==> config.mk <==
export PLATFORM = sky130hd
export DESIGN_NAME = mac_cluster_sequencer
export DESIGN_NICKNAME = d
export VERILOG_FILES = /design/src/rtl/mac_cluster_sequencer_pkg.sv /design/src/rtl/mac_cluster_sequencer_cfg_assembler.sv /design/src/rtl/mac_cluster_sequencer.sv
export SDC_FILE = /design/constraint.sdc
export NUM_CORES = 1
export LEC_CHECK = 0
export ABC_AREA = 1
export BUFFER_PORTS_ARGS = -buffer_cell sky130_fd_sc_hd__buf_2
export CORE_MARGIN = 4
export CORE_UTILIZATION = 30
export DETAILED_ROUTE_END_ITERATION = 10
export HOLD_SLACK_MARGIN = 0.03
export PLACE_DENSITY_LB_ADDON = 0.2
export SYNTH_ARGS = -nofsm -noshare
export SYNTH_HDL_FRONTEND = slang
export SYNTH_SLANG_ARGS = --single-unit
==> constraint.sdc <==
create_clock -name clk -period 2.7 [get_ports clk]
set_input_delay 0.27 -clock clk [delete_from_list [all_inputs] [get_ports clk]]
set_output_delay 0.27 -clock clk [all_outputs]
set_load 0.01 [all_outputs]
==> src/rtl/mac_cluster_sequencer_pkg.sv <==
// rtl/mac_cluster_sequencer_pkg.sv - shared states, defaults and cfg-word sizing for the MAC cluster sequencer
package mac_cluster_sequencer_pkg;

    localparam int DEF_CONF_WIDTH = 4;
    localparam int DEF_MIN_WIDTH  = 8;
    localparam int DEF_ACC_WIDTH  = 32;
    localparam int DEF_CMD_WIDTH  = 32;
    localparam int DEF_CNT_WIDTH  = 16;
    localparam int DEF_PIPE_LAT   = 3;

    typedef enum logic [2:0] {
        ST_LOAD   = 3'd0,
        ST_CSET   = 3'd1,
        ST_STREAM = 3'd2,
        ST_DRAIN  = 3'd3,
        ST_RESULT = 3'd4
    } seq_state_t;

    // Number of host words needed to cover the whole cfg bus, rounding up.
    function automatic int cfg_words(input int cfg_w, input int cmd_w);
        return (cfg_w + cmd_w - 1) / cmd_w;
    endfunction

endpackage

==> src/rtl/mac_cluster_sequencer_cfg_assembler.sv <==
// rtl/mac_cluster_sequencer_cfg_assembler.sv - builds the wide cluster cfg word from narrow host words
module mac_cfg_assembler
    import mac_cluster_sequencer_pkg::*;
#(
    parameter int CFG_W = 132,
    parameter int CMD_W = 32
) (
    input  logic             clk,
    input  logic             rst_n,
    input  logic             wr_en_i,
    input  logic             clr_i,
    input  logic [CMD_W-1:0] wr_data_i,
    output logic [CFG_W-1:0] cfg_o,
    output logic             done_o
);

    localparam int WORDS = cfg_words(CFG_W, CMD_W);
    localparam int IDX_W = $clog2(WORDS + 1);

    logic [IDX_W-1:0] idx_q;
    logic [CFG_W-1:0] cfg_q;

    assign done_o = (idx_q == IDX_W'(WORDS));
    assign cfg_o  = cfg_q;

    // Bits of the last word that fall past the cfg bus have no destination and are dropped.
    always_ff @(posedge clk or negedge rst_n) begin
        if (!rst_n) begin
            idx_q <= '0;
            cfg_q <= '0;
        end else if (clr_i) begin
            idx_q <= '0;
        end else if (wr_en_i && !done_o) begin
            for (int i = 0; i < CFG_W; i++) begin
                if ((i / CMD_W) == int'(idx_q)) begin
                    cfg_q[i] <= wr_data_i[i % CMD_W];
                end
            end
            idx_q <= idx_q + 1'b1;
        end
    end

endmodule

==> src/rtl/mac_cluster_sequencer.sv <==
// rtl/mac_cluster_sequencer.sv - host-side job sequencer for a quad MAC cluster; MAC_SEQ_PERF_EN enables the bubble counter
module mac_cluster_sequencer
    import mac_cluster_sequencer_pkg::*;
#(
    parameter int MAC_CONF_WIDTH = DEF_CONF_WIDTH,
    parameter int MAC_MIN_WIDTH  = DEF_MIN_WIDTH,
    parameter int MAC_ACC_WIDTH  = DEF_ACC_WIDTH,
    parameter int CMD_WIDTH      = DEF_CMD_WIDTH,
    parameter int CNT_WIDTH      = DEF_CNT_WIDTH,
    parameter int PIPE_LAT       = DEF_PIPE_LAT
) (
    input  logic                                    clk,
    input  logic                                    rst_n,
    input  logic                                    cmd_valid,
    output logic                                    cmd_ready,
    input  logic [CMD_WIDTH-1:0]                    cmd_data,
    input  logic                                    op_valid,
    output logic                                    op_ready,
    input  logic [8*MAC_MIN_WIDTH-1:0]              op_data,
    output logic                                    res_valid,
    input  logic                                    res_ready,
    output logic [4*MAC_ACC_WIDTH-1:0]              res_data,
    output logic                                    mac_en,
    output logic                                    mac_cset,
    output logic [4*MAC_ACC_WIDTH+MAC_CONF_WIDTH-1:0] mac_cfg,
    output logic [4*MAC_MIN_WIDTH-1:0]              mac_a,
    output logic [4*MAC_MIN_WIDTH-1:0]              mac_b,
    input  logic [4*MAC_ACC_WIDTH-1:0]              mac_out,
    output logic [CNT_WIDTH-1:0]                    perf_stall
);

    localparam int CFG_W = 4*MAC_ACC_WIDTH + MAC_CONF_WIDTH;
    localparam int LN_W  = 4*MAC_MIN_WIDTH;
    localparam int DRN_W = $clog2(PIPE_LAT + 1);

    seq_state_t               state_q;
    logic [CNT_WIDTH-1:0]     cnt_q;
    logic [DRN_W-1:0]         drain_q;
    logic                     cmd_ready_q;
    logic                     op_ready_q;
    logic                     res_valid_q;
    logic [4*MAC_ACC_WIDTH-1:0] res_data_q;
    logic                     mac_en_q;
    logic                     mac_cset_q;
    logic [LN_W-1:0]          mac_a_q;
    logic [LN_W-1:0]          mac_b_q;

    logic cmd_fire;
    logic op_fire;
    logic res_fire;
    logic cfg_done;
    logic cset_entry;

    assign cmd_fire   = cmd_valid && cmd_ready_q;
    assign op_fire    = op_valid && op_ready_q;
    assign res_fire   = res_valid_q && res_ready;
    assign cset_entry = (state_q == ST_LOAD) && cmd_fire && cfg_done;

    mac_cfg_assembler #(
        .CFG_W(CFG_W),
        .CMD_W(CMD_WIDTH)
    ) u_cfg_asm (
        .clk      (clk),
        .rst_n    (rst_n),
        .wr_en_i  (cmd_fire),
        .clr_i    (res_fire),
        .wr_data_i(cmd_data),
        .cfg_o    (mac_cfg),
        .done_o   (cfg_done)
    );

    // The last beat shows on mac_a/mac_b one edge after acceptance, so the drain
    // counter starts at PIPE_LAT and captures on the edge after it hits zero.
    always_ff @(posedge clk or negedge rst_n) begin
        if (!rst_n) begin
            state_q     <= ST_LOAD;
            cnt_q       <= '0;
            drain_q     <= '0;
            cmd_ready_q <= 1'b1;
            op_ready_q  <= 1'b0;
            res_valid_q <= 1'b0;
            res_data_q  <= '0;
            mac_en_q    <= 1'b0;
            mac_cset_q  <= 1'b0;
            mac_a_q     <= '0;
            mac_b_q     <= '0;
        end else begin
            case (state_q)
                ST_LOAD: begin
                    if (cset_entry) begin
                        cnt_q       <= cmd_data[CNT_WIDTH-1:0];
                        cmd_ready_q <= 1'b0;
                        mac_cset_q  <= 1'b1;
                        mac_en_q    <= 1'b1;
                        mac_a_q     <= '0;
                        mac_b_q     <= '0;
                        state_q     <= ST_CSET;
                    end
                end
                ST_CSET: begin
                    mac_cset_q <= 1'b0;
                    if (cnt_q == '0) begin
                        drain_q <= DRN_W'(PIPE_LAT);
                        state_q <= ST_DRAIN;
                    end else begin
                        op_ready_q <= 1'b1;
                        state_q    <= ST_STREAM;
                    end
                end
                ST_STREAM: begin
                    if (op_fire) begin
                        mac_a_q <= op_data[LN_W-1:0];
                        mac_b_q <= op_data[2*LN_W-1:LN_W];
                        cnt_q   <= cnt_q - 1'b1;
                        if (cnt_q == CNT_WIDTH'(1)) begin
                            op_ready_q <= 1'b0;
                            drain_q    <= DRN_W'(PIPE_LAT);
                            state_q    <= ST_DRAIN;
                        end
                    end else begin
                        mac_a_q <= '0;
                        mac_b_q <= '0;
                    end
                end
                ST_DRAIN: begin
                    mac_a_q <= '0;
                    mac_b_q <= '0;
                    if (drain_q == '0) begin
                        res_data_q  <= mac_out;
                        res_valid_q <= 1'b1;
                        mac_en_q    <= 1'b0;
                        state_q     <= ST_RESULT;
                    end else begin
                        drain_q <= drain_q - 1'b1;
                    end
                end
                ST_RESULT: begin
                    if (res_fire) begin
                        res_valid_q <= 1'b0;
                        cmd_ready_q <= 1'b1;
                        state_q     <= ST_LOAD;
                    end
                end
                default: state_q <= ST_LOAD;
            endcase
        end
    end

    assign cmd_ready = cmd_ready_q;
    assign op_ready  = op_ready_q;
    assign res_valid = res_valid_q;
    assign res_data  = res_data_q;
    assign mac_en    = mac_en_q;
    assign mac_cset  = mac_cset_q;
    assign mac_a     = mac_a_q;
    assign mac_b     = mac_b_q;

`ifdef MAC_SEQ_PERF_EN
    logic [CNT_WIDTH-1:0] perf_q;

    always_ff @(posedge clk or negedge rst_n) begin
        if (!rst_n) begin
            perf_q <= '0;
        end else if (cset_entry) begin
            perf_q <= '0;
        end else if ((state_q == ST_STREAM) && !op_valid && (perf_q != '1)) begin
            perf_q <= perf_q + 1'b1;
        end
    end

    assign perf_stall = perf_q;
`else
    assign perf_stall = '0;
`endif

endmodule

==> reports/metrics.csv, run 1 <==
metric,value,unit
Final Hold Fails,0,
dpl hpwl,33.84,mm
first-pass GRT wire length,72.27,mm
core box area,0.04695,mm2
largest net degree at the start of global routing,78,
Syn. warnings,0,
maximum buffer depth of the clock tree,3,
beginning of the critical path,u_cfg_asm.idx_q[1]$_DFFE_PN0P_,
CTS tree,done,
Critical Path Fanout Max,64,
H-tree depth,2,
routability cong.,0.7790,
fraction of layout cells with a size suffix above 1,0.3767,
row cnt,79,
post-synthesis cell count,1297,
met2 GRT Util,0.3005,
RSZ-0062 raised after global routing,no,
mapped cell area,0.01435,mm2
CP endpoint kind,flip-flop,
Setup Buffers After CTS,0,
Area Growth Syn to Fin,47.82,%
GRT Total Usage,0.1781,
CTS Root Cell,clkbuf_16,
crit path time final,2216,ps
DRC,0,
Die Ht,226.7,um
IO Pins,574,
grt met3 use,0.05140,
clk sinks,353,
FF-to-FF path depth,7,
Sequential Area,0.008835,mm2
Syn Area/Cell,11.07,um2
final setup vio count,0,
Layout Nets,2298,
outcome,"complete, no violations",
vias in the first global route,12515,
maximum clock frequency,451.3,MHz
Synth Flop Type,dfrtp_1,
"Reg clk slew, reported paths",60,ps
port bufs,557,
Fin Setup TNS,0,ps
Slew HR,0.5241,
CTS Buf Count,41,
Leakage,11.52,nW
clock skew,16.68,ps
DRT iter0 DRCs,531,
Netlist cell types,32,
Least-Margin Pin Slew,713.8,ps
clk_lat worst skew,550,ps
Yosys reg bits,353,
number of vias in the routed layout,12045,
DR WL/cell,17.86,um
Critical R2R Launch,u_cfg_asm.idx_q[1]$_DFFE_PN0P_,
Final Non-Filler Cells,2701,
GR Overflow Total,0,
Starting Density,0.3057,
Placed Instances,2416,
ANT nets after route,0,
reg2reg end,u_cfg_asm.cfg_o[65]$_DFFE_PN0P_,
CP Class,reg -> reg,
initial antenna violation count,3,
die area,0.05140,mm2
Async SR Flop Fraction,1.000,
critical path arrival,2660,ps
Worst Hold Class,in -> reg,
pins over their slew limit,0,
VDD IR max,560.3,uV
Post-synth EDFFs,0,
CP Launch Type,flip-flop,
FILL cells,4430,
total chip power,12.06,mW
Max Cap Viol,0,
Critical path destination,u_cfg_asm.cfg_o[65]$_DFFE_PN0P_,
Multi-input gate area,0.004857,mm2
Tcrit/Tclk final,0.8208,
utilization after layout,0.4519,
Worst EP required,3150,ps
flop2flop setup slack,480,ps
power density over the cells,568.3,mW/mm2
vias per cell,4.459,
first drt pass iteration count,5,
Die W,226.7,um
Post-Route WL,48.24,mm
GR Util met1,0.2226,
"Seq/Total Area, Yosys",0.6156,
grt peak-use layer,met2,
[worst min path at each step]
stage	from	endpoint	slack, ps	cells past startpoint
4_1_cts	cmd_data[5]	cnt_q[5]$_DFFE_PN0P_	40	3
5_1_grt	cmd_data[5]	cnt_q[5]$_DFFE_PN0P_	70	3
3_3_place_gp	rst_n	mac_b[5]$_DFFE_PN0P_	320	1
3_5_place_dp	rst_n	mac_b[5]$_DFFE_PN0P_	320	1
2_1_floorplan	rst_n	cnt_q[0]$_DFFE_PN0P_	-30	0
6_report	cmd_data[5]	cnt_q[5]$_DFFE_PN0P_	90	3
[layer usage]
metal	part of all wire	up-vias
li1	-	5731
met1	0.41	5832
met2	0.49	396
met3	0.075	82
met4	0.026	4
met5	0.00052	-
[state kept, by name, indices dropped and copies added (netlist names)]
| register | cells |
|---|---|
| u_cfg_asm.idx_q | 3 |
| mac_en | 1 |
| cnt_q | 16 |
| cmd_ready | 1 |
| mac_cset | 1 |
| u_cfg_asm.cfg_o | 132 |
| state_q | 3 |
| drain_q | 2 |
| mac_a | 32 |
| mac_b | 32 |
| res_data | 128 |
| res_valid | 1 |
| op_ready | 1 |
[synth_stat cells (3+ instances only)]
cell type	count	area, um2
clkbuf_1	26	97.59
nand2_1	345	1295
dfrtp_1	352	8808
inv_2	3	11.26
mux2_2	40	450.4
nand2_2	4	25.02
mux2_4	88	1321
nand3_4	3	52.55
buf_2	27	135.1
inv_1	67	251.5
nand4_1	5	31.28
o21ai_1	12	60.06
buf_6	10	112.6
nand3_1	86	430.4
ha_1	8	100.1
a21oi_1	12	60.06
o21ai_0	143	715.7
buf_4	16	120.1
nor2_1	34	127.6
[per-stage QoR]
step | setup slack [ps] | hold slack (ps) | instance area, um2
detailed placement | 456.3 | 320.9 | 17720
floorplan | 1075 | -25.59 | 14410
global placement | 559.8 | 324.2 | 17720
finish | 484.0 | 86.60 | 21220
CTS | 463.8 | 44.14 | 21210
global route | 237.5 | 70.92 | 21210
[cell families (layout without fill, tap and decap cells)]
kind of cell	after synthesis	after routing	share of synthesized area
and+or+nand+nor	482	482	0.1408
DFF	353	353	0.6156
AOI/OAI and AO/OA	171	171	0.06015
buffers and inverters	152	932	0.05161
muxes	128	128	0.1234
adders and majority gates	8	8	0.006974
xor gates and xnor gates	2	2	0.001221
other	1	18	0.0002613
[worst max-delay path, cell delays in order, from the launching register on]
cell     delay, ps
dfrtp_1        370
inv_1           80
ha_1           220
nand2_1        100
nand2_1        160
nor2_8         210
nand3_4        540
o21ai_0        400
[where the power goes]
part | switching, mW | internal [mW]
Combinational | 0.401 | 0.507
Sequential | 0.0545 | 5.39
Clock | 2.21 | 3.50
[what timing repair did]
action	CTS	global route
hold buffers	209	0
hold endpoints to repair	304	0
gates resized for setup	0	0
[final cells by class]
type	count	share of cell area
diodes	2	0.0002359
clock buffers	66	0.05986
clock inverters	8	0.005898
inverters	71	0.01256
multi-input cells	807	0.2289
flip-flops and latches	353	0.4164
well taps	607	0.03580
repair buffers	787	0.2403
[placed cells by master (no fill, tap or decap), types with 2 or more instances in the layout]
| master | count |
|---|---|
| nor2_1 | 33 |
| o21ai_0 | 143 |
| a21oi_1 | 12 |
| buf_4 | 17 |
| bufinv_16 | 3 |
| dfrtp_1 | 352 |
| nand2_1 | 344 |
| xor2_1 | 2 |
| mux2_4 | 88 |
| clkinv_2 | 2 |
| nand3_4 | 3 |
| o21ai_1 | 12 |
| inv_6 | 2 |
| buf_2 | 556 |
| clkbuf_1 | 10 |
| nand3_1 | 86 |
| inv_2 | 3 |
| mux2_2 | 40 |
| o22ai_1 | 2 |
| diode_2 | 2 |
| buf_12 | 4 |
| nand2_2 | 4 |
| ha_1 | 8 |
| conb_1 | 16 |
| clkbuf_16 | 41 |
| inv_1 | 67 |
| nor2_4 | 3 |
| dlygate4sd3_1 | 209 |
| nand4_1 | 5 |
| clkbuf_8 | 15 |
Note: power is estimated with default switching activity, not from simulation.
==> run 2, diff against run 1 <==
--- a/config.mk
+++ b/config.mk
@@ -5,7 +5,7 @@
 export SDC_FILE = /design/constraint.sdc
 export NUM_CORES = 1
 export LEC_CHECK = 0
-export ABC_AREA = 1
+export ABC_AREA = 0
 export BUFFER_PORTS_ARGS = -buffer_cell sky130_fd_sc_hd__buf_2
 export CORE_MARGIN = 4
 export CORE_UTILIZATION = 30
==> constraint.sdc (replaced) <==
create_clock -name clk -period 2 [get_ports clk]
set_input_delay 0.2 -clock clk [delete_from_list [all_inputs] [get_ports clk]]
set_output_delay 0.2 -clock clk [all_outputs]
set_load 0.01 [all_outputs]
==> reports/metrics.csv, run 2 <==
metric,value,unit,change
Die W,222.2,um,was 226.7 um
vias in the first global route,11731,,"was 12,515"
Area Growth Syn to Fin,54.97,%,was 47.82%
Layout Nets,1969,,"was 2,298"
final setup vio count,0,,unchanged
clk_lat worst skew,540,ps,was 550 ps
fraction of layout cells with a size suffix above 1,0.5397,,was 0.3767
Syn Area/Cell,15.06,um2,was 11.07 um2
"worst slack, placed",-60.48,ps,was 456.3 ps
most area-consuming cells after synthesis,"dfrtp_1, mux2_2, a22o_1",,"was dfrtp_1, mux2_4, nand2_1"
"Seq/Total Area, Yosys",0.6420,,was 0.6156
clk sinks,353,,unchanged
Starting Density,0.3033,,was 0.3057
total chip power,16.18,mW,was 12.06 mW
vias per cell,4.541,,was 4.459
Final Hold Fails,0,,unchanged
pins over their slew limit,0,,unchanged
CTS Buf Count,41,,unchanged
CTS tree,done,,unchanged
mapped cell area,0.01376,mm2,was 0.01435 mm2
Synth Area in Compound Gates,0.07510,,was 0.06015
post-synthesis cell count,914,,"was 1,297"
maximum buffer depth of the clock tree,3,,unchanged
GR Overflow Total,0,,unchanged
largest family of logic cells by synthesized area,multiplexers,,was simple AND/OR/NAND/NOR gates
CP Class,reg -> reg,,unchanged
Synth Area in Simple Gates,0.03218,,was 0.1408
slowest CP cell,or4_4,,was nand3_4
die area,0.04936,mm2,was 0.05140 mm2
worst setup slack after layout,45.87,ps,was 484.0 ps
port bufs,557,,unchanged
DRT iter0 DRCs,495,,was 531
row cnt,78,,was 79
area share of fa/ha/maj cells after synthesis,0.007273,,was 0.006974
Post-Route WL,45.52,mm,was 48.24 mm
most frequent cells in the layout,"buf_2, dfrtp_1, mux2_2",,"was buf_2, dfrtp_1, nand2_1"
clock skew,13.34,ps,was 16.68 ps
Placed Instances,2064,,"was 2,416"
Final Instance Area,0.02133,mm2,was 0.02122 mm2
CP endpoint kind,flip-flop,,unchanged
Critical Path Fanout Max,3,,was 64
maximum clock frequency,511.7,MHz,was 451.3 MHz
core box area,0.04538,mm2,was 0.04695 mm2
Synth Flop Type,dfrtp_1,,unchanged
Async SR Flop Fraction,1.000,,unchanged
Worst Hold Slack,87.54,ps,was 86.60 ps
Worst path max stage delay,560,ps,was 540 ps
post-synthesis xor/xnor area fraction,0.0006364,,was 0.001220
crit path time final,1954,ps,was 2216 ps
post-synth top area share,0.6401,,was 0.6137
critical path arrival,2390,ps,was 2660 ps
H-tree depth,2,,unchanged
dpl hpwl,32.73,mm,was 33.84 mm
Final Non-Filler Cells,2363,,"was 2,701"
CP Cell Sequence,or4_4 -> nand4bb_4 -> o311a_1 -> a2111oi_4,,was inv_1 -> ha_1 -> nand2_1 -> nand2_1 -> nor2_8 -> nand3_4 -> o21ai_0
Leakage,11.10,nW,was 11.52 nW
FILL cells,4111,,"was 4,430"
Tcrit/Tclk final,0.9771,,was 0.8208
CTS Root Cell,clkbuf_16,,unchanged
"area leader, netlist",dfrtp_1,,unchanged
"Reg clk slew, reported paths",60,ps,about the same
DRC,0,,unchanged
Syn. warnings,0,,unchanged
Worst Hold Class,in -> reg,,unchanged
routability cong.,0.8465,,was 0.7790
VDD IR max,603.3,uV,was 560.3 uV
ANT nets after route,0,,unchanged
Netlist cell types,57,,was 32
outcome,"complete, no violations",,unchanged
Slew HR,0.5833,,was 0.5241
"most common cell after layout, fill and taps aside",buf_2,,unchanged
IO Pins,574,,unchanged
first-pass GRT wire length,70.33,mm,was 72.27 mm
area post-placement,0.01761,mm2,was 0.01772 mm2
Die Ht,222.2,um,was 226.7 um
GRT Total Usage,0.1802,,was 0.1781
first drt pass iteration count,4,,was 5
utilization after layout,0.4699,,was 0.4519
Max Cap Viol,0,,unchanged
Worst EP required,2440,ps,was 3150 ps
Setup Buffers After CTS,0,,unchanged
initial antenna violation count,3,,unchanged
post-synthesis mux area share,0.2135,,was 0.1234
Post-synth top cells,"dfrtp_1, mux2_2, a22o_1",,"was dfrtp_1, nand2_1, o21ai_0"
Least-Margin Pin Slew,620.2,ps,was 713.8 ps
cell with the most instances after synthesis,dfrtp_1,,unchanged
CP Launch Type,flip-flop,,unchanged
largest net degree at the start of global routing,66,,was 78
DR WL/cell,19.26,um,was 17.86 um
Fin Setup TNS,0,ps,unchanged
number of vias in the routed layout,10730,,"was 12,045"
power density over the cells,758.5,mW/mm2,was 568.3 mW/mm2
Yosys reg bits,353,,unchanged
max reg flops,132,,unchanged
Post-synth EDFFs,0,,unchanged
[run 2: changes by cell type after synthesis, moves of 7 or more]
cell / change
nand2_1: -331
o2bb2ai_1: +7
nor2_1: -15
o21ai_0: -126
a22o_1: +64
clkbuf_1: -8
mux2_4: -88
inv_1: -58
o21ai_1: -11
nand3_1: -80
buf_6: -10
mux2_2: +220
[run 2: timing repair]
item,4_1_cts,5_1_grt
hold endpoints to repair,505,0
resized for setup,2,10
setup endpoints to repair,2,10
hold buffers,225,0
pin swaps,1,0
[run 2: worst paths after layout]
check	start	to	slack (ps)	cells after the start
worst min register to register	mac_cset$_DFFE_PN0P_	mac_cset$_DFFE_PN0P_	480	1
min in group asynchronous	rst_n	cnt_q[1]$_DFFE_PN0P_	210	2
worst max-delay path	cnt_q[7]$_DFFE_PN0P_	state_q[0]$_DFFE_PN0P_	50	4
worst max register to register	cnt_q[7]$_DFFE_PN0P_	state_q[0]$_DFFE_PN0P_	50	4
max in group asynchronous	rst_n	mac_b[26]$_DFFE_PN0P_	1070	3
worst min-delay path	cmd_data[31]	u_cfg_asm.cfg_o[95]$_DFFE_PN0P_	90	2
[run 2: power by group]
group | internal, mW | switching, mW | leakage (nW)
sequential | 7.28 | 0.0632 | 4.61
clock | 4.72 | 2.91 | 0.671
combinational | 0.665 | 0.535 | 5.82
total | 12.7 | 3.51 | 11.1
[run 2: worst max-delay path: cells and delay by family (launching register included)]
family | cells | cell delay, ps
simple gates | 2 | 830
compound gates | 2 | 640
flops | 1 | 390
[run 2: cell type report]
class | instances | area [um2] | share of cell area
tap | 600 | 750.7 | 0.03520
clock inverter | 13 | 202.7 | 0.009504
inverter | 9 | 33.78 | 0.001584
antenna | 1 | 2.502 | 0.0001173
clock buffer | 60 | 1177 | 0.05521
multi-input combinational | 498 | 4706 | 0.2207
sequential | 353 | 8835 | 0.4143
timing repair buffer | 829 | 5619 | 0.2635
[run 2: kinds of logic after synthesis]
family	after synthesis
buffers and inverters	78
other	1
AND/OR/NAND/NOR	79
flip-flops	353
XOR/XNOR	1
adder cells (fa/ha/maj)	8
AO/OA/AOI/OAI	133
multiplexers	261
[run 2: per-layer routing]
| layer | vias up | part of all wire | global-route usage |
|---|---|---|---|
| li1 | 4938 | - | - |
| met1 | 5352 | 0.40 | 0.2196 |
| met2 | 361 | 0.49 | 0.3046 |
| met3 | 77 | 0.075 | 0.05787 |
| met4 | 2 | 0.029 | 0.05862 |
| met5 | - | 0.00033 | 0 |
==> run 3, diff against run 2 <==
--- a/config.mk
+++ b/config.mk
@@ -7,9 +7,9 @@
 export LEC_CHECK = 0
 export ABC_AREA = 0
 export BUFFER_PORTS_ARGS = -buffer_cell sky130_fd_sc_hd__buf_2
-export CORE_MARGIN = 4
-export CORE_UTILIZATION = 30
+export CORE_AREA = 3 3 225 227
 export DETAILED_ROUTE_END_ITERATION = 10
+export DIE_AREA = 0 0 228 230
 export HOLD_SLACK_MARGIN = 0.03
 export PLACE_DENSITY_LB_ADDON = 0.2
 export SYNTH_ARGS = -nofsm -noshare
==> reports/metrics.csv, run 3 (synthesis gave the netlist of run 2 again) <==
metric,value,unit,change
outcome,"complete, no violations",,unchanged
ANT nets after route,0,,unchanged
Leakage,11.10,nW,about the same
port bufs,557,,unchanged
GR Overflow Total,0,,unchanged
Post-Route WL,45.31,mm,was 45.52 mm
CTS Root Cell,clkbuf_16,,unchanged
number of vias in the routed layout,10804,,"was 10,730"
first-pass GRT wire length,70.07,mm,was 70.33 mm
final setup vio count,0,,unchanged
IO Pins,574,,unchanged
Critical Path Fanout Max,5,,was 3
Worst EP required,2410,ps,was 2440 ps
most frequent cells in the layout,"buf_2, dfrtp_1, mux2_2",,unchanged
Final Hold Fails,0,,unchanged
max reg flops,132,,unchanged
Worst Hold Class,in -> async,,was in -> reg
Critical R2R Launch,cnt_q[6]$_DFFE_PN0P_,,was cnt_q[7]$_DFFE_PN0P_
DRT iter0 DRCs,431,,was 495
first drt pass iteration count,5,,was 4
DRC,0,,unchanged
Sequential Area,0.008835,mm2,unchanged
vias per cell,4.439,,was 4.541
VDD IR max,650.9,uV,was 603.3 uV
GRT Total Usage,0.1690,,was 0.1802
CP Cell Sequence,or4_4 -> buf_4 -> or3_1 -> o22ai_1 -> o2bb2a_1,,was or4_4 -> nand4bb_4 -> o311a_1 -> a2111oi_4
Multi-input gate area,0.004669,mm2,was 0.004706 mm2
beginning of the critical path,cnt_q[6]$_DFFE_PN0P_,,was cnt_q[7]$_DFFE_PN0P_
clock skew,15.29,ps,was 13.34 ps
largest net degree at the start of global routing,66,,unchanged
CTS tree,done,,unchanged
CP Class,reg -> reg,,unchanged
slowest CP cell,or4_4,,unchanged
utilization after layout,0.4375,,was 0.4699
vias in the first global route,11681,,"was 11,731"
fraction of layout cells with a size suffix above 1,0.5407,,was 0.5397
"most common cell after layout, fill and taps aside",buf_2,,unchanged
pins over their slew limit,0,,unchanged
Area Growth Syn to Fin,55.29,%,was 54.97%
Final Non-Filler Cells,2434,,"was 2,363"
routability cong.,0.9017,,was 0.8465
FILL cells,4558,,"was 4,111"
crit path time final,1901,ps,was 1954 ps
Die Ht,230,um,was 222.2 um
core box area,0.04885,mm2,was 0.04538 mm2
area post-placement,0.01771,mm2,was 0.01761 mm2
clk_lat worst skew,540,ps,about the same
maximum buffer depth of the clock tree,3,,unchanged
initial antenna violation count,0,,was 3
RSZ-0062 raised after global routing,yes,,
Worst path max stage delay,530,ps,was 560 ps
Max Cap Viol,0,,unchanged
CP Launch Type,flip-flop,,unchanged
number of diodes,0,,was 1
clk sinks,353,,unchanged
die area,0.05244,mm2,was 0.04936 mm2
dpl hpwl,32.53,mm,was 32.73 mm
"Reg clk slew, reported paths",60,ps,about the same
Placed Instances,2132,,"was 2,064"
Layout Nets,1979,,"was 1,969"
CTS Buf Count,42,,was 41
DR WL/cell,18.61,um,was 19.26 um
CP endpoint kind,flip-flop,,unchanged
Final Instance Area,0.02137,mm2,was 0.02133 mm2
critical path arrival,2310,ps,was 2390 ps
power density over the cells,740.7,mW/mm2,was 758.5 mW/mm2
maximum clock frequency,526.1,MHz,was 511.7 MHz
Starting Density,0.2817,,was 0.3033
Die W,228,um,was 222.2 um
H-tree depth,2,,unchanged
row cnt,81,,was 78
Tcrit/Tclk final,0.9503,,was 0.9771
==> run 3: changes by cell type in the layout (fill, tap and decap cells not counted), sizes merged <==
cell | before | now
clkbuf | 60 | 64
dlygate4sd3 | 225 | 226
clkinv | 4 | 5
buf | 604 | 612
bufinv | 5 | 1
clkinvlp | 2 | 1
diode | 1 | 0
inv | 11 | 10
==> run 3: timing repair <==
item	in CTS	in global routing
hold buffers	226	0
gates resized for setup	4	6
setup endpoints to repair	3	58
pin swaps	0	2
setup buffers	0	4
hold endpoints to repair	545	0
==> run 3: final timing paths <==
kind                                                        end  slack, ps  depth (start not counted)
worst min register to register            cnt_q[10]$_DFFE_PN0P_        480                          1
max in group asynchronous                 mac_a[11]$_DFFE_PN0P_       1110                          3
min in group clk                           op_ready$_DFFE_PN0P_        220                          4
worst max register to register             cnt_q[9]$_DFFE_PN0P_        100                          5
worst max-delay path                       cnt_q[9]$_DFFE_PN0P_        100                          5
worst min-delay path            u_cfg_asm.cfg_o[71]$_DFFE_PN0P_        180                          2
==> run 3: metal layers <==
layer	vias up	share of wire	global-route usage
li1	4959	-	-
met1	5379	0.41	0.2079
met2	377	0.48	0.2793
met3	89	0.075	0.05216
met4	0	0.033	0.06413
met5	-	0	0
==> run 3: layout make-up <==
cell class,count,area share
tap,664,0.03888
clock buffer,64,0.05826
inverter,9,0.001581
multi-input combinational,498,0.2185
clock inverter,8,0.003337
sequential,353,0.4134
timing repair buffer,838,0.2660
==> run 3: power by group <==
group	leakage, nW	switching (mW)	internal (mW)
Clock	0.647	2.90	4.39
Combinational	5.85	0.525	0.664
Sequential	4.61	0.0687	7.28
==> run 3: through the flow <==
step                hold WS, ps  total power, mW  setup WS (ps)  setup TNS (ps)
global route              198.6            16.51         -39.15          -39.15
finish                    179.2            15.83          99.39               0
floorplan                -95.59            7.694          30.36               0
CTS                       128.7            16.14          44.96               0
global placement          176.5            8.307          52.83               0
detailed placement        166.5            8.320         -3.378          -3.378
==> run 3: worst max-delay path: cells and delay by family (launching register included) <==
family	cells	cell delay [ps]
compound gates	2	360
buf+inv	1	180
flops	1	390
simple gates	2	860
